**src/rtl/sa_ram_rwsp_160x65_rdctl.sv**
```systemverilog
// FIFO controller for an external 160x65 single-port-read / single-port-write RAM.
// Writes go straight to the RAM; reads run through a two-stage pipeline (address latch, output register).
module sa_ram_rwsp_160x65_rdctl #(
  parameter int DEPTH = 160,
  parameter int WIDTH = 65,
  parameter int AW    = 8,
  parameter int CW    = 8
) (
  input  logic             clk,
  input  logic             reset_,
  input  logic             wr_pvld,
  output logic             wr_prdy,
  input  logic [WIDTH-1:0] wr_pd,
  output logic             rd_pvld,
  input  logic             rd_prdy,
  output logic [WIDTH-1:0] rd_pd,
  output logic [AW-1:0]    ram_wa,
  output logic             ram_we,
  output logic [WIDTH-1:0] ram_di,
  output logic [AW-1:0]    ram_ra,
  output logic             ram_re,
  output logic             ram_ore,
  input  logic [WIDTH-1:0] ram_dout,
  output logic [CW-1:0]    occ,
  input  logic [31:0]      pwrbus_ram_pd,
  output logic [31:0]      ram_pwrbus_ram_pd
);

  logic [AW-1:0] wr_ptr;
  logic [AW-1:0] rd_ptr;
  logic [CW-1:0] occ_q;
  logic [CW-1:0] unread;
  logic          vld_p1;
  logic          vld_p2;
  logic          accept;

  function automatic logic [AW-1:0] ptr_inc(input logic [AW-1:0] p);
    return (p == AW'(DEPTH - 1)) ? '0 : p + 1'b1;
  endfunction

  // Readiness uses the registered count only; a same-cycle ore never frees a slot early.
  assign wr_prdy = (occ_q < CW'(DEPTH));
  assign accept  = wr_pvld & wr_prdy & reset_;

  assign ram_we  = accept;
  assign ram_wa  = wr_ptr;
  assign ram_di  = wr_pd;

  assign ram_ore = vld_p1 & (!vld_p2 | rd_prdy);
  assign ram_re  = (unread != '0) & (!vld_p1 | ram_ore);
  assign ram_ra  = rd_ptr;

  assign rd_pvld = vld_p2;
  assign rd_pd   = ram_dout;
  assign occ     = occ_q;
  assign ram_pwrbus_ram_pd = pwrbus_ram_pd;

  always_ff @(posedge clk or negedge reset_) begin
    if (!reset_) begin
      wr_ptr <= '0;
      rd_ptr <= '0;
      occ_q  <= '0;
      unread <= '0;
    end else begin
      if (accept) wr_ptr <= ptr_inc(wr_ptr);
      if (ram_re) rd_ptr <= ptr_inc(rd_ptr);
      case ({accept, ram_ore})
        2'b10:   occ_q <= occ_q + CW'(1);
        2'b01:   occ_q <= occ_q - CW'(1);
        default: occ_q <= occ_q;
      endcase
      case ({accept, ram_re})
        2'b10:   unread <= unread + CW'(1);
        2'b01:   unread <= unread - CW'(1);
        default: unread <= unread;
      endcase
    end
  end

  // Stage 1: address latched in RAM; stage 2: data held in the RAM output register.
  always_ff @(posedge clk or negedge reset_) begin
    if (!reset_) begin
      vld_p1 <= 1'b0;
      vld_p2 <= 1'b0;
    end else begin
      vld_p1 <= ram_re | (vld_p1 & !ram_ore);
      vld_p2 <= ram_ore | (vld_p2 & !rd_prdy);
    end
  end

endmodule
```
**config.mk**
```make
export PLATFORM = sky130hd
export DESIGN_NAME = sa_ram_rwsp_160x65_rdctl
export DESIGN_NICKNAME = d
export VERILOG_FILES = /design/src/rtl/sa_ram_rwsp_160x65_rdctl.sv
export SDC_FILE = /design/constraint.sdc
export NUM_CORES = 1
export LEC_CHECK = 0
export ABC_AREA = 1
export BUFFER_PORTS_ARGS = -buffer_cell sky130_fd_sc_hd__buf_2
export CAP_MARGIN = 0
export CORE_AREA = 2 2 139 141
export CTS_CLUSTER_DIAMETER = 200
export DETAILED_ROUTE_END_ITERATION = 8
export DIE_AREA = 0 0 141 143
export SYNTH_ARGS = -nofsm -noshare
export SYNTH_HDL_FRONTEND = slang
export SYNTH_SLANG_ARGS = --single-unit
```
**constraint.sdc**
```tcl
create_clock -name clk -period 2.8 [get_ports clk]
set_clock_uncertainty 0.1 [all_clocks]
set_input_delay 0.56 -clock clk [delete_from_list [all_inputs] [get_ports clk]]
set_output_delay 0.56 -clock clk [all_outputs]
set_load 0.03 [all_outputs]
```
==> flow_summary.rst, run 1 <==
.. list-table::
   :header-rows: 1

   * - Metric
     - Value
   * - Run status
     - finished, final reports clean
   * - Unrepaired setup endpoints after global routing
     - false
   * - Row count
     - 50
   * - Area growth, synth to finish
     - -15.9%
   * - HPWL Detailed
     - 6.23 mm
   * - Worst flop-to-flop path endpoint
     - unread[7]$_DFFE_PN0P_
   * - Synth warn
     - 0
   * - Path class of the lowest-slack min-delay path
     - input pin to asynchronous set/reset pin
   * - Leakage power
     - 1.46 nW
   * - Slew headroom
     - 0.672
   * - Maximum clock frequency
     - roughly 410 MHz
   * - Relative contribution of the clock network to total power
     - 0.224
   * - Worst vdd rail ir drop
     - 208 uV
   * - Final number of max-transition violations
     - 0
   * - Share of total power consumed by net switching
     - 0.464
   * - Y dimension of the die
     - 143 um
   * - Number of antenna violations at the first check in global routing
     - 1
   * - Total DRC errors in the routed layout
     - 0
   * - Simple-gate area share of the yosys netlist
     - 0.213
   * - Async set or reset register ratio after synthesis
     - 1.00
   * - Startpoint type of the worst setup path
     - register
   * - Count of inserted antenna diode cells
     - 0
   * - Category of the critical setup timing path
     - register to register
   * - Clock-pin transition on the worst setup and hold timing paths
     - 0.06 ns
   * - Number of H-tree levels
     - 2
   * - Cell count after synthesis
     - about 470
   * - Avg Inst Size Synth
     - roughly 7.4 um2
   * - Critical path capture point type
     - register
   * - Total setup violations reported at the end of the flow
     - 0
   * - First-pass GRT wire length
     - roughly 12 mm
   * - Part of the cycle the worst path needs
     - 0.878
   * - Maximum number of pins on one net before global-route repair
     - 36
   * - Port Buf Inserts
     - 32
   * - Post-CTS Setup Inserts
     - 0
   * - Gate power share
     - 0.506
   * - Final setup slack of the worst path
     - 0.340 ns
   * - Initial core utilization
     - 0.186
   * - Final sum of negative setup slack
     - 0 ns
   * - Cells on worst reg2reg path
     - 11
   * - Portion of total power attributed to sequential cells
     - 0.271
   * - DRT Pass-1 Iters
     - 4
   * - Post-synthesis net count
     - 651
   * - Number of primary I/O pins
     - 357
   * - Mux cell area share after synthesis
     - 0
   * - Time the worst path needs with I/O delays and setup
     - 2.46 ns
   * - Number of distinct library cell variants in the gate-level netlist after synthesis
     - 26
   * - MaxCap Viol Count
     - 0
   * - Fraction of synthesized cell area in xor and xnor cells
     - 0.0178
   * - Post-detailed-routing wire length
     - 8.12 mm
   * - Largest family of logic cells by synthesized area
     - buffers and inverters
   * - Share of final-layout standard cells stronger than drive strength 1
     - 0.150
   * - Average wire length per cell after detail routing
     - approximately 14 um
   * - Post-placement setup slack
     - ~0.17 ns
   * - Flip-flop and latch count after synthesis
     - 34
   * - Antenna-violating nets left
     - 0
   * - GPL Wtd Cong
     - 0.777
   * - Area contributors post-synth
     - buf_4 35%, dfrtp_1 25%, nand2_1 11%, ha_1 5.8%, nand3_1 4.9%
   * - Number of sinks driven by the clock tree
     - 34
   * - Average via count per standard cell
     - ~3.9
   * - Number of nets at the end of the flow
     - 530
   * - Power density over cell area
     - 1160 mW/mm2
   * - Net Sw Power
     - 1.56 mW
   * - Fraction of synthesized cell area taken by the top area cell type
     - 0.355
   * - Number of hold buffers added after CTS
     - 0
   * - Count of instances resized after the clock tree is built
     - 0
   * - Adder-Cell Fraction of Synth Area
     - 0.0697
   * - Synth cell count leaders
     - 163 x buf_4, 98 x nand2_1, 41 x inv_1
   * - Hold Violations, Final
     - 0
   * - Crit path required time
     - 2.88 ns
   * - Dominant cell type by area after synthesis
     - buf_4
   * - Number of buffers created by CTS
     - 5
   * - Number of enable flip-flop cells after synthesis
     - 0
   * - Post-route standard cell area excluding fillers
     - about 0.0029 mm2
   * - Most frequent cell after synthesis
     - buf_4
   * - CORE AREA
     - 0.0186 mm2
   * - Standard cell area after detailed placement
     - 0.00270 mm2
   * - Maximum number of buffers from clock root to sink
     - 2
   * - Maximum fanout along the worst path
     - 8
   * - Grt total ovfl
     - 0
   * - Overall global routing resource usage
     - 0.0816
   * - Int Pwr
     - 1.80 mW
   * - Slack of the worst reg-to-reg path
     - 0.34 ns
   * - Transition time of the tightest slew-check pin
     - 0.492 ns
   * - Clock root buffer
     - clkbuf_16
   * - Clock latency on the worst-skew pair
     - 0.29 ns
   * - Number of global-route vias before repair
     - 2,166
   * - Netlist Area Pre-Place
     - 0.00345 mm2
   * - Via Count
     - 2,246
   * - Floorplan die area
     - 0.0202 mm2
   * - Die Width
     - between 100 and 150 um
   * - Post-synthesis compound-gate area fraction
     - 0.0486
   * - Seq/Total Area, Yosys
     - 0.247
   * - Origin of the critical flop-to-flop path
     - unread[0]$_DFFE_PN0P_
   * - Iter 0 DRT Violations
     - 117
   * - Dominant synthesized flop cell
     - dfrtp_1
   * - CP Data Arrival Time
     - roughly 2.5 ns
   * - Clock tree from TritonCTS
     - done
==> power by group through the flow <==
stage               logic, mW  registers [mW]  clock network [mW]
finish                   1.70           0.912               0.753
floorplan                1.47            1.14                   0
global placement         1.70           0.917                   0
global route             1.94           0.953               0.806
CTS                      1.72           0.914               0.781
detailed placement       1.72           0.920                   0
==> metal layers <==
metal  up-vias  track usage  wire length [um]
met5         -       0.0175                49
met4         4       0.0700               702
met3        78       0.0681              1300
met2       157       0.0988              3000
met1       942       0.0858              3070
li1       1065            -                 -
==> stage by stage <==
stage / hold slack, ns / std cells / utilization / power [mW]
floorplan: 0.164 / 467 / - / 2.61
global placement: 0.364 / 573 / 0.146 / 2.62
detailed placement: 0.380 / 573 / 0.146 / 2.64
CTS: 0.275 / 581 / 0.156 / 3.42
global route: 0.301 / 581 / 0.156 / 3.70
finish: 0.256 / 581 / 0.156 / 3.37
==> flip-flops by register name, indices dropped and copies added (netlist names) <==
register / flops
occ: 8
ram_ra: 8
ram_wa: 8
unread: 8
rd_pvld: 1
vld_p1: 1
==> final cells by class <==
class,instances,area [um2]
timing repair buffer,37,198
sequential,34,851
tap,234,293
clock inverter,3,68.8
fill,2101,15700
multi-input combinational,226,1200
inverter,42,158
clock buffer,5,125
==> worst max-delay path: stages (launching register included) <==
cell,delay [ns]
dfrtp_1,0.44
nor2_1,0.11
nand3_1,0.13
nor2_1,0.18
nor2_2,0.06
ha_1,0.32
ha_1,0.36
or2_2,0.33
nand3_1,0.11
nand3_1,0.08
nand3_1,0.09
nand2_1,0.06
==> cells in the final DEF (no fill, tap or decap) <==
cell,netlist,final
fa_1,2,2
nand4_1,4,4
nand3_2,1,1
o21bai_1,1,1
nand3_1,34,34
nand2_1,98,98
buf_4,163,5
xor2_1,3,3
bufinv_16,0,2
dfrtp_1,34,34
xnor2_1,4,4
o22ai_1,2,2
ha_1,16,16
or2_2,2,2
a21oi_1,11,11
o21ai_2,2,2
o21ai_0,15,15
inv_1,41,41
clkbuf_16,0,5
buf_2,2,32
nand3b_1,5,5
and2b_2,1,1
nor3_1,2,2
nor2_1,20,20
nor2_2,1,1
clkinv_4,0,1
clkinv_1,1,1
and2_1,1,1
or2_1,1,1
==> cells by family (layout without fill, tap and decap cells) <==
kind of cell | Yosys count | after routing
xor+xnor | 7 | 7
simple gates | 170 | 170
buf+inv | 207 | 87
fa+ha+maj | 18 | 18
flops | 34 | 34
compound gates | 31 | 31
==> how the worst max path moves through the flow <==
stage | start | to | cells after the start
2_1_floorplan | rd_prdy | unread[7]$_DFFE_PN0P_ | 11
3_3_place_gp | rd_prdy | occ[7]$_DFFE_PN0P_ | 12
3_5_place_dp | rd_prdy | unread[7]$_DFFE_PN0P_ | 12
4_1_cts | reset_ | ram_we | 5
5_1_grt | unread[1]$_DFFE_PN0P_ | unread[7]$_DFFE_PN0P_ | 11
6_report | unread[0]$_DFFE_PN0P_ | unread[7]$_DFFE_PN0P_ | 11
(Power assumes the default switching activity.)
==> run 2, diff against run 1 <==
- ABC_AREA: 1 -> unset
- CORE_AREA: 2 2 139 141 -> 2 2 140 142
- DIE_AREA: 0 0 141 143 -> 0 0 142 144
- RECOVER_POWER: unset -> 50
==> run 2 against run 1 <==
Against the previous run: the flow now finishes with violations (max-capacitance violations, max-slew violations, negative setup slack); final cell count down 10%; core utilization rose by 0.69 points; area after synthesis down 3.6%; sequential share of layout area fell by 1.9 points; critical path depth fell by 1; count of clock-buffer cells in the layout unchanged; first-iteration DRC count fell by 57%; highest routed layer is now met4; setup slack got worse by 0.47 ns; non-clock buffer count up 29; design area increased by 7.3%; register-to-register slack worse by 0.47 ns.
==> flow_summary.rst, run 2 <==
.. list-table::
   :header-rows: 1

   * - Metric
     - Value
   * - Fin Hold WS
     - 0.406 ns (+0.151 ns)
   * - Maximum number of buffers from clock root to sink
     - 2 (unchanged)
   * - Total DRC errors in the routed layout
     - 0 (unchanged)
   * - Average via count per standard cell
     - 3.80 (-1.6%)
   * - Number of gates on the worst path with buffers counted
     - 10 (-1)
   * - Longest individual stage delay on the worst path
     - 0.54 ns (+0.10 ns)
   * - Clock root buffer
     - clkbuf_16
   * - Cell type group with the largest total delay on the critical path
     - simple AND/OR/NAND/NOR gates
   * - Final setup slack of the worst path
     - -0.131 ns (-0.471 ns)
   * - Largest family of logic cells by synthesized area
     - buffers and inverters
   * - Post-synthesis compound-gate area fraction
     - 0.109 (+0.0605)
   * - Net Sw Power
     - 1.62 mW (+3.8%)
   * - Number of sinks driven by the clock tree
     - 34 (unchanged)
   * - Run status
     - finished, violations left
   * - Fraction of synthesized cell area taken by the top area cell type
     - 0.366 (+0.0110)
   * - Final sum of negative setup slack
     - -0.131 ns (-0.131 ns)
   * - Floorplan die area
     - 0.0204 mm2 (+1.4%)
   * - Post-detailed-routing wire length
     - 7.44 mm (-8.4%)
   * - Number of buffers created by CTS
     - 5 (unchanged)
   * - Buffers plus inverters on the worst setup path
     - 1 (+1)
   * - Part of the cycle the worst path needs
     - 1.05 (+0.168)
   * - Post-placement setup slack
     - -0.228 ns (-0.395 ns)
   * - Average wire length per cell after detail routing
     - 14.3 um (+2.0%)
   * - Power after layout
     - 3.86 mW (+15%)
   * - Maximum number of pins on one net before global-route repair
     - 35 (-2.8%)
   * - Most common cell after layout, fill and taps aside
     - dfrtp_1
   * - Worst setup path startpoint
     - unread[1]$_DFFE_PN0P_
   * - Synth cell count leaders
     - 162 x buf_4, 34 x dfrtp_1, 23 x nand2_1
   * - Startpoint type of the worst setup path
     - register
   * - Hold Violations, Final
     - 0 (unchanged)
   * - Crit path required time
     - 2.87 ns (about the same)
   * - Seq/Total Area, Yosys
     - 0.256 (+0.00920)
   * - Final number of max-transition violations
     - 35 (+35)
   * - Critical path capture point type
     - register
   * - Origin of the critical flop-to-flop path
     - unread[1]$_DFFE_PN0P_
   * - CORE AREA
     - 0.0191 mm2 (+2.7%)
   * - Number of nets at the end of the flow
     - 467 (-12%)
   * - Crit path max-delay cell type
     - or4_4
   * - Leakage power
     - 1.32 nW (-9.6%)
   * - MaxCap Viol Count
     - 1 (+1)
   * - Synth warn
     - 0 (unchanged)
   * - Slack of the worst reg-to-reg path
     - -0.13 ns (-0.47 ns)
   * - Die Width
     - 142 um (+0.71%)
   * - First-pass GRT wire length
     - 11.0 mm (-10%)
   * - Time the worst path needs with I/O delays and setup
     - 2.93 ns (+0.471 ns)
   * - Via Count
     - 1,986 (-12%)
   * - Number of H-tree levels
     - 2 (unchanged)
   * - Row count
     - 51 (+2.0%)
   * - Port Buf Inserts
     - 32 (unchanged)
   * - Portion of total power attributed to sequential cells
     - 0.241 (-0.030)
   * - Adder-Cell Fraction of Synth Area
     - 0.0723 (+0.00260)
   * - GPL Wtd Cong
     - 0.755 (-2.8%)
   * - Number of enable flip-flop cells after synthesis
     - 0 (unchanged)
   * - Commonest cells after routing, fill and taps aside
     - 33 x dfrtp_1, 32 x buf_4, 31 x buf_2
   * - Maximum clock frequency
     - 341 MHz (-16%)
   * - Worst flop-to-flop path endpoint
     - unread[7]$_DFFE_PN0P_
   * - List of cells traversed by the critical path
     - or4_4 -> o21a_1 -> ha_4 -> buf_6 -> ha_4 -> nand2_1 -> o21bai_1 -> or3b_4 -> mux2_4 -> a32o_1
   * - Overall global routing resource usage
     - 0.0715 (-0.0101)
   * - Number of distinct library cell variants in the gate-level netlist after synthesis
     - 41 (+58%)
   * - Maximum fanout along the worst path
     - 7 (-1)
   * - Share of total power consumed by net switching
     - 0.420 (-0.0440)
   * - Iter 0 DRT Violations
     - 50 (-57%)
   * - Area contributors post-synth
     - buf_4 37%, dfrtp_1 26%, ha_1 6.0%, xnor2_1 4.2%, nand2_1 2.6%
   * - CP Data Arrival Time
     - 3.00 ns (+0.46 ns)
   * - Layout filler cell count
     - 2,086 (-0.71%)
   * - Dominant synthesized flop cell
     - dfrtp_1
   * - Number of global-route vias before repair
     - 2,020 (-6.7%)
   * - Netlist Area Pre-Place
     - 0.00332 mm2 (-3.6%)
   * - Grt total ovfl
     - 0 (unchanged)
   * - Path class of the lowest-slack min-delay path
     - register to register
   * - Clock tree from TritonCTS
     - done
   * - Slew headroom
     - -0.354 (-1.03)
   * - Int Pwr
     - 2.24 mW (+24%)
   * - Relative contribution of the clock network to total power
     - 0.194 (-0.030)
   * - Gate power share
     - 0.564 (+0.058)
   * - Dominant cell type by area after synthesis
     - buf_4
   * - Transition time of the tightest slew-check pin
     - 2.03 ns (+1.54 ns)
   * - Fraction of synthesized cell area in xor and xnor cells
     - 0.0580 (+0.0402)
   * - Most frequent cell after synthesis
     - buf_4
   * - DRT Pass-1 Iters
     - 4 (unchanged)
   * - Number of primary I/O pins
     - 357 (unchanged)
   * - Async set or reset register ratio after synthesis
     - 1.00 (unchanged)
   * - Cell repeated most along the worst path
     - ha_4
   * - Mux cell area share after synthesis
     - 0.0132 (+0.0132)
   * - Unrepaired setup endpoints after global routing
     - true
   * - Flip-flop and latch count after synthesis
     - 34 (unchanged)
   * - Clock latency on the worst-skew pair
     - 0.29 ns (about the same)
   * - Post-synthesis net count
     - 562 (-14%)
   * - Violated checks
     - max-capacitance violations, max-slew violations, negative setup slack
   * - Simple-gate area share of the yosys netlist
     - 0.105 (-0.108)
   * - Antenna-violating nets left
     - 0 (unchanged)
   * - Worst vdd rail ir drop
     - 246 uV (+18%)
   * - Category of the critical setup timing path
     - register to register
   * - Share of final-layout standard cells stronger than drive strength 1
     - 0.338 (+0.188)
   * - Clock-pin transition on the worst setup and hold timing paths
     - 0.07 ns (about the same)
   * - Number of antenna violations at the first check in global routing
     - 0 (-1)
   * - Y dimension of the die
     - 144 um (+0.70%)
   * - HPWL Detailed
     - 5.63 mm (-9.5%)
   * - Area growth, synth to finish
     - -6.48%
   * - Initial core utilization
     - 0.174 (-0.0113)
   * - Cells on worst reg2reg path
     - 10 (-1)
   * - Cell count after synthesis
     - 378 (-19%)
   * - Avg Inst Size Synth
     - 8.79 um2 (+19%)
   * - Capture point of the worst path
     - unread[7]$_DFFE_PN0P_
   * - Count of inserted antenna diode cells
     - 0 (unchanged)
   * - Total setup violations reported at the end of the flow
     - 1 (+1)
   * - Power density over cell area
     - 1240 mW/mm2 (+7.0%)
## run 2: area by class of cell
type	count	area [um2]	area share
Timing Repair Buffer	66	414	0.133
Multi-Input combinational cell	168	1320	0.425
Sequential cell	34	852	0.274
Clock inverter	3	68.8	0.0221
Tap cell	238	298	0.0958
Clock buffer	5	125	0.0403
Inverter	8	30.0	0.00966
## run 2: worst min-delay path by stage
stage	endpoint	cells after the start	slack, ns	from
finish	rd_pvld$_DFF_PN0_	1	0.41	vld_p1$_DFF_PN0_
global route	rd_pvld$_DFF_PN0_	1	0.43	vld_p1$_DFF_PN0_
CTS	occ[6]$_DFFE_PN0P_	2	0.28	reset_
detailed placement	rd_pvld$_DFF_PN0_	1	0.39	vld_p1$_DFF_PN0_
global placement	rd_pvld$_DFF_PN0_	1	0.39	vld_p1$_DFF_PN0_
floorplan	occ[0]$_DFFE_PN0P_	0	0.16	reset_
## run 2: routing by layer
layer	vias to the layer above	wire (um)	track usage
li1	918	-	-
met1	874	2470	0.0633
met2	133	3190	0.101
met3	61	1170	0.0510
met4	0	618	0.0800
met5	-	0	0
## run 2: timing repair
action / in CTS / in global routing
setup endpoints to repair: 2 / 3
buffers inserted: 2 / 1
hold buffers: 0 / 0
pin swaps: 8 / 5
hold endpoints to repair: 0 / 0
resized for setup: 10 / 1
## run 2: logic make-up (layout without fill, tap and decap cells)
kind of cell / after synthesis / in the layout
flip-flops: 34 / 34
XOR/XNOR: 22 / 22
AND/OR/NAND/NOR: 69 / 69
adder cells (fa/ha/maj): 18 / 18
multiplexers: 4 / 4
AO/OA/AOI/OAI: 55 / 55
buffers and inverters: 176 / 82
## run 2: worst register-to-register path, delay by kind of cell, from the launching register on
kind	cells	cell delay, ns
mux	1	0.26
flops	1	0.38
buf+inv	1	0.14
simple gates	3	0.97
fa+ha+maj	2	0.43
compound gates	3	0.56
## run 2: stage by stage
stage | cell area [um2] | std cells | util
after floorplan | 3420 | 378 | -
after global placement | 2850 | 511 | 0.150
after detailed placement | 2850 | 511 | 0.150
after CTS | 3110 | 521 | 0.163
after global routing | 3110 | 522 | 0.163
final | 3110 | 522 | 0.163
## run 2: power groups by stage
stage / Clock [mW] / Combinational (mW) / Sequential, mW
after floorplan: 0 / 1.55 / 1.20
after global placement: 0 / 2.06 / 0.940
after detailed placement: 0 / 2.07 / 0.946
after CTS: 0.782 / 2.18 / 0.936
after global routing: 0.793 / 2.41 / 0.971
final: 0.750 / 2.18 / 0.933
